==> src/rtl/ram_arb_pkg.sv <==
// ram_arb_pkg: shared state encoding, command record and width helper for the RAM arbiter
package ram_arb_pkg;
  localparam int CMD_ADDR_W = 30;
  typedef enum logic [1:0] {ST_IDLE, ST_ACCESS, ST_HOLD} state_t;
  typedef struct packed {
    logic                  we;
    logic [3:0]            be;
    logic [CMD_ADDR_W-1:0] addr;
    logic [31:0]           wdata;
    logic                  lock;
  } cmd_t;
  function automatic int word_bits(input int addr_bits);
    return addr_bits - 2;
  endfunction
endpackage

==> src/rtl/rr_pick2.sv <==
// rr_pick2: two-way round-robin pick with optional absolute priority for a holding owner
module rr_pick2 (
  input  logic req0,
  input  logic req1,
  input  logic last_owner,
  input  logic hold_owner_valid,
  input  logic owner,
  output logic grant_valid,
  output logic winner
);
  logic owner_req;
  assign owner_req = owner ? req1 : req0;
  assign grant_valid = req0 | req1;
  assign winner = (hold_owner_valid && owner_req) ? owner : (req0 && req1) ? ~last_owner : req1;
endmodule

==> src/rtl/ram_arbiter.sv <==
// ram_arbiter: round-robin two-port sequencer with bounded locked bursts in front of the data RAM
module ram_arbiter
  import ram_arb_pkg::*;
#(
  parameter int ADDR_BITS = 12,
  parameter int LOCK_MAX  = 4
) (
  input  logic                 clk,
  input  logic                 rst,
  input  logic                 req0,
  input  logic                 req1,
  input  logic                 we0,
  input  logic                 we1,
  input  logic [3:0]           be0,
  input  logic [3:0]           be1,
  input  logic [ADDR_BITS-3:0] addr0,
  input  logic [ADDR_BITS-3:0] addr1,
  input  logic [31:0]          wdata0,
  input  logic [31:0]          wdata1,
  input  logic                 lock0,
  input  logic                 lock1,
  output logic                 ack0,
  output logic                 ack1,
  output logic [31:0]          rdata0,
  output logic [31:0]          rdata1,
  output logic                 ram_rw,
  output logic [3:0]           ram_sel,
  output logic [ADDR_BITS-3:0] ram_addr,
  output logic [31:0]          ram_data_in,
  input  logic [31:0]          ram_data_out
);
  localparam int WB = word_bits(ADDR_BITS);
  localparam int LW = $clog2(LOCK_MAX + 1);
  state_t          state, state_n;
  logic            owner, owner_n, last_owner, last_n;
  logic [LW-1:0]   lock_cnt, cnt_n;
  cmd_t            cmd, cmd_n;
  logic            grant_valid, winner, acc, cmd_unused;
  rr_pick2 u_pick (
    .req0             (req0),
    .req1             (req1),
    .last_owner       (last_owner),
    .hold_owner_valid (state == ST_HOLD),
    .owner            (owner),
    .grant_valid      (grant_valid),
    .winner           (winner)
  );
  // state, ownership and latched command; reset aborts any in-flight access immediately
  always_ff @(posedge clk or posedge rst) begin
    if (rst) begin
      state      <= ST_IDLE;
      owner      <= 1'b0;
      last_owner <= 1'b1;
      lock_cnt   <= '0;
      cmd        <= '0;
    end else begin
      state      <= state_n;
      owner      <= owner_n;
      last_owner <= last_n;
      lock_cnt   <= cnt_n;
      cmd        <= cmd_n;
    end
  end
  // ACCESS always drops out for a cycle so a stale req at the ack edge is never re-granted
  always_comb begin
    state_n = state;
    owner_n = owner;
    last_n  = last_owner;
    cnt_n   = lock_cnt;
    cmd_n   = cmd;
    if (state == ST_ACCESS) begin
      state_n = (cmd.lock && lock_cnt < LW'(LOCK_MAX)) ? ST_HOLD : ST_IDLE;
    end else if (grant_valid) begin
      state_n = ST_ACCESS;
      owner_n = winner;
      last_n  = winner;
      cnt_n   = (state == ST_HOLD && winner == owner) ? lock_cnt + LW'(1) : LW'(1);
      cmd_n   = '0;
      cmd_n.we    = winner ? we1 : we0;
      cmd_n.be    = winner ? be1 : be0;
      cmd_n.addr[WB-1:0] = winner ? addr1 : addr0;
      cmd_n.wdata = winner ? wdata1 : wdata0;
      cmd_n.lock  = winner ? lock1 : lock0;
    end
  end
  assign acc         = state == ST_ACCESS;
  assign cmd_unused  = ^cmd.addr;
  assign ack0        = acc & ~owner;
  assign ack1        = acc & owner;
  assign ram_rw      = acc & cmd.we;
  assign ram_sel     = acc ? cmd.be : 4'h0;
  assign ram_addr    = acc ? cmd.addr[WB-1:0] : '0;
  assign ram_data_in = acc ? cmd.wdata : 32'h0;
  assign rdata0      = (ack0 && !cmd.we) ? ram_data_out : 32'h0;
  assign rdata1      = (ack1 && !cmd.we) ? ram_data_out : 32'h0;
endmodule

==> config.mk <==
export PLATFORM = sky130hd
export DESIGN_NAME = ram_arbiter
export DESIGN_NICKNAME = d
export VERILOG_FILES = /design/src/rtl/ram_arb_pkg.sv /design/src/rtl/rr_pick2.sv /design/src/rtl/ram_arbiter.sv
export SDC_FILE = /design/constraint.sdc
export NUM_CORES = 1
export LEC_CHECK = 0
export CORE_MARGIN = 5
export CORE_UTILIZATION = 36
export CTS_BUF_LIST = sky130_fd_sc_hd__clkbuf_8
export DETAILED_ROUTE_END_ITERATION = 16
export GPL_TIMING_DRIVEN = 0
export PLACE_DENSITY = 0.9
export SLEW_MARGIN = 20
export SYNTH_ARGS = -nofsm -noshare
export SYNTH_HDL_FRONTEND = slang
export SYNTH_SLANG_ARGS = --single-unit
==> constraint.sdc <==
create_clock -name clk -period 2.2 [get_ports clk]
set_input_delay 0.44 -clock clk [delete_from_list [all_inputs] [get_ports clk]]
set_output_delay 0.44 -clock clk [all_outputs]
set_load 0.05 [all_outputs]
==> results.md <==
- Status: finished, violations left
- Failing checks: setup timing
- Setup violators final: 22
- Flop pwr share: 0.196
- Setup WS post-layout: -0.0711 ns
- Metal2 WL: 7780 um
- FMAX: 0.440 GHz
- GRT Util Overall: 0.222
- Rel. slew slack: 0.540
- Synth Flop Type: dfrtp_1
- Inserted Diodes: 0
- Worst Hold Class: flop to flop
- CP required: 1.76 ns
- Number of distinct library cells after synthesis: 30
- Pwr Density: 1370 mW/mm2
- Sink Count: between 50 and 60
- Die area: 0.0116 mm2
- Fill cells: 694
- Die extent in x: around 110 um
- Starting Density: 0.370
- Core area: 0.00928 mm2
- PortBufs: 244
- Final slew viol count: 0
- Arr. time, crit path: 1.83 ns
- DR iter-0 viols: 150
- P_int: approximately 4100 uW
- Ys async rst share: 1.00
- Drt drc: 0
- Final Total Pwr: around 9000 uW
- Longest Clk Path Bufs: 2
- Critical path launch point type: flop
- Largest net degree at the start of global routing: between 50 and 60
- Top cells by count, synth: and2_1 (112), dfrtp_1 (54), nor2_1 (51)
- Met3 WL post-DR: 1030 um
- Vias in the first global route: 3939
- Share of power burned in the clock network: 0.067
- TritonCTS buffer count: 5
- Slowest-stage cell, CP: dfrtp_1
- Leakage dissipation: a little over 0.003 uW
- Final min period: 2.27 ns
- Post-synth EDFFs: 0
- RSZ-0062 raised after global routing: yes
- Top sig layer: met4
- Share of the synthesized area in the top cell type: 0.394
- Crit-path cells: or2b_4, nor3_4, buf_6, buf_8, and2_4, buf_8
- Cells after Synth: about 370
- Storage cell area: 0.00138 mm2
- Vias per cell: 4.86
- CTS clk-pin slew, worst paths: 0.10 ns
- I/O pin total: 245
- Fin crit share: 1.03
- Synth top area cells: dfrtp_1 (39%), and2_1 (20%), mux2i_1 (14%)
- Syn-to-layout area delta: 90.3%
- Crit path capture type: primary output
- Slew @ Worst Pin: about 0.69 ns
- Most frequent CP cell: buf_8
- Synth area leader: dfrtp_1
- Antenna violations before repair: 0
- #FFs+latches synth: 55
- Num rows: 35
- TritonCTS clock tree: done
- Placed Cells: around 750
- YS warnings: 0
- Routability cong.: 0.857
- Wirelength per Cell: 18.6 um
- Syn Nets: about 510
- Syn_area_per_cell: 9.22 um2
- Worst skew pair latency: 0.30 ns
- Worst Hold Slack: 0.485 ns
- VDD IR max: 0.000787 V
- Combinational share of power: 0.737
- Crit-path max FO: 6
- Max-capacitance violation count: 0
- Vert. Die Dim: 108 um
- DRT Wirelength: 14200 um
- WL met1: 4910 um
- Worst Clk Skew: between 0.008 and 0.009 ns
- CTS root buf: clkbuf_8
- DP Area: 0.00604 mm2
- Final net count: 767
- CTS Hold Bufs: 0
- Sw frac: 0.538
- Multi-input combinational cell area: 0.00199 mm2
- Switching power: 4820 uW
- H-Tree Depth: 2
- Fin cells: 764
- Post-DRT Antenna Nets: 0
- CP max stage delay: 0.44 ns
- Routed vias: 3716
- Final instance area: 0.00653 mm2
- Sequential cell area fraction in the yosys report: 0.402
- Count leader, synth: and2_1
- Pre-Repair DR Iteration Count: 4
- CP Class: flop to primary output
- Setup TNS Final: -0.791 ns
- First-pass GRT wire length: 20400 um
- Overflow after GRT: 0
- Share of layout cells above drive strength 1: 0.343
- Mapped cell area: 0.00343 mm2
- Final Hold Fails: 0
- DP Wirelength: 10300 um
## worst max-delay path, delay by kind of cell (launching register included)
family	cells	cell delay, ns
flops	1	0.44
simple gates	3	0.63
buf+inv	3	0.44
## cell type report
cell class | instances | area share
tap | 129 | 0.0247
sequential | 55 | 0.211
buffer | 27 | 0.0395
clock buffer | 7 | 0.0148
inverter | 2 | 0.00153
clock inverter | 1 | 0.000575
timing repair buffer | 256 | 0.403
multi-input combinational | 287 | 0.305
## state kept, by name, summed over array words and instances, names as in the netlist
signal	cells
owner	1
state	2
lock_cnt	3
last_owner	1
cmd	48
## layout by cell type (no fill, tap or decap)
cell type / Yosys / routed
ha_1: 1 / 1
and2b_4: 1 / 1
buf_8: 1 / 64
nand3_1: 2 / 2
nor3_4: 1 / 1
nor2_4: 1 / 1
nor2b_4: 1 / 2
nand2_1: 5 / 5
nor2b_1: 2 / 1
clkdlybuf4s15_1: 0 / 1
o21ai_0: 4 / 4
buf_12: 4 / 5
or3b_2: 1 / 1
clkdlybuf4s50_1: 0 / 131
o211ai_4: 1 / 1
buf_6: 1 / 13
a32o_1: 1 / 1
clkbuf_8: 0 / 7
a21oi_1: 49 / 49
clkbuf_1: 15 / 7
nor2_1: 51 / 51
or2b_1: 1 / 1
inv_1: 2 / 2
dfstp_2: 1 / 1
a22o_1: 1 / 1
nand4bb_1: 1 / 1
buf_4: 4 / 6
or2b_4: 0 / 1
inv_4: 0 / 1
and2_1: 112 / 54
and2_4: 0 / 58
o2bb2ai_1: 1 / 1
buf_2: 3 / 50
mux2i_1: 49 / 49
clkbuf_4: 0 / 1
dfrtp_1: 54 / 54
dlygate4sd2_1: 0 / 1
clkbuf_2: 0 / 4
## cell families (layout without fill, tap and decap cells)
| group | count (synthesis) | count (layout) | share of synthesized area |
|---|---|---|---|
| flops | 55 | 55 | 0.402 |
| compound gates | 57 | 57 | 0.0915 |
| fa+ha+maj | 1 | 1 | 0.00365 |
| buf+inv | 30 | 293 | 0.0627 |
| mux | 49 | 49 | 0.143 |
| simple gates | 180 | 180 | 0.298 |
## what timing repair did
action,CTS,global route
buffers inserted,5,3
gates resized for setup,699,135
setup endpoints to repair,113,105
pin swaps,15,8
cloned,4,0
## worst paths after layout
| check | from | to | slack (ns) | depth (start not counted) |
|---|---|---|---|---|
| setup / recovery | state[1] | rdata0[27] | -0.07 | 6 |
| hold / removal | lock_cnt[0] | lock_cnt[0] | 0.49 | 1 |
| setup reg to reg | state[1] | cmd[1] | 0.28 | 6 |
| hold reg to reg | lock_cnt[0] | lock_cnt[0] | 0.49 | 1 |
| max in group asynchronous | rst | cmd[26] | 1.13 | 2 |
| min in group asynchronous | rst | cmd[20] | 0.61 | 2 |
## metrics by stage
step / util / worst slack (ns)
2_1_floorplan: - / 0.00176
3_3_place_gp: 0.650 / -0.552
3_5_place_dp: 0.650 / -0.524
4_1_cts: 0.708 / -0.0669
5_1_grt: 0.703 / -0.145
6_report: 0.703 / -0.0711
## power by group through the flow
stage                     Clock [uW]  Sequential (uW)  Combinational (uW)
after floorplan                    0             1700                4280
after global placement             0             1740                6240
after detailed placement           0             1780                6350
after CTS                        618             1750                6660
after global routing             668             1810                6960
final                            600             1760                6610
## layer usage
metal  vias to the layer above  GRT usage
li1                       1747          -
met1                      1751      0.227
met3                        42     0.0546
met4                         0     0.0577
met2                       176      0.443
met5                         -          0
Power figures use the tool's default switching activity.
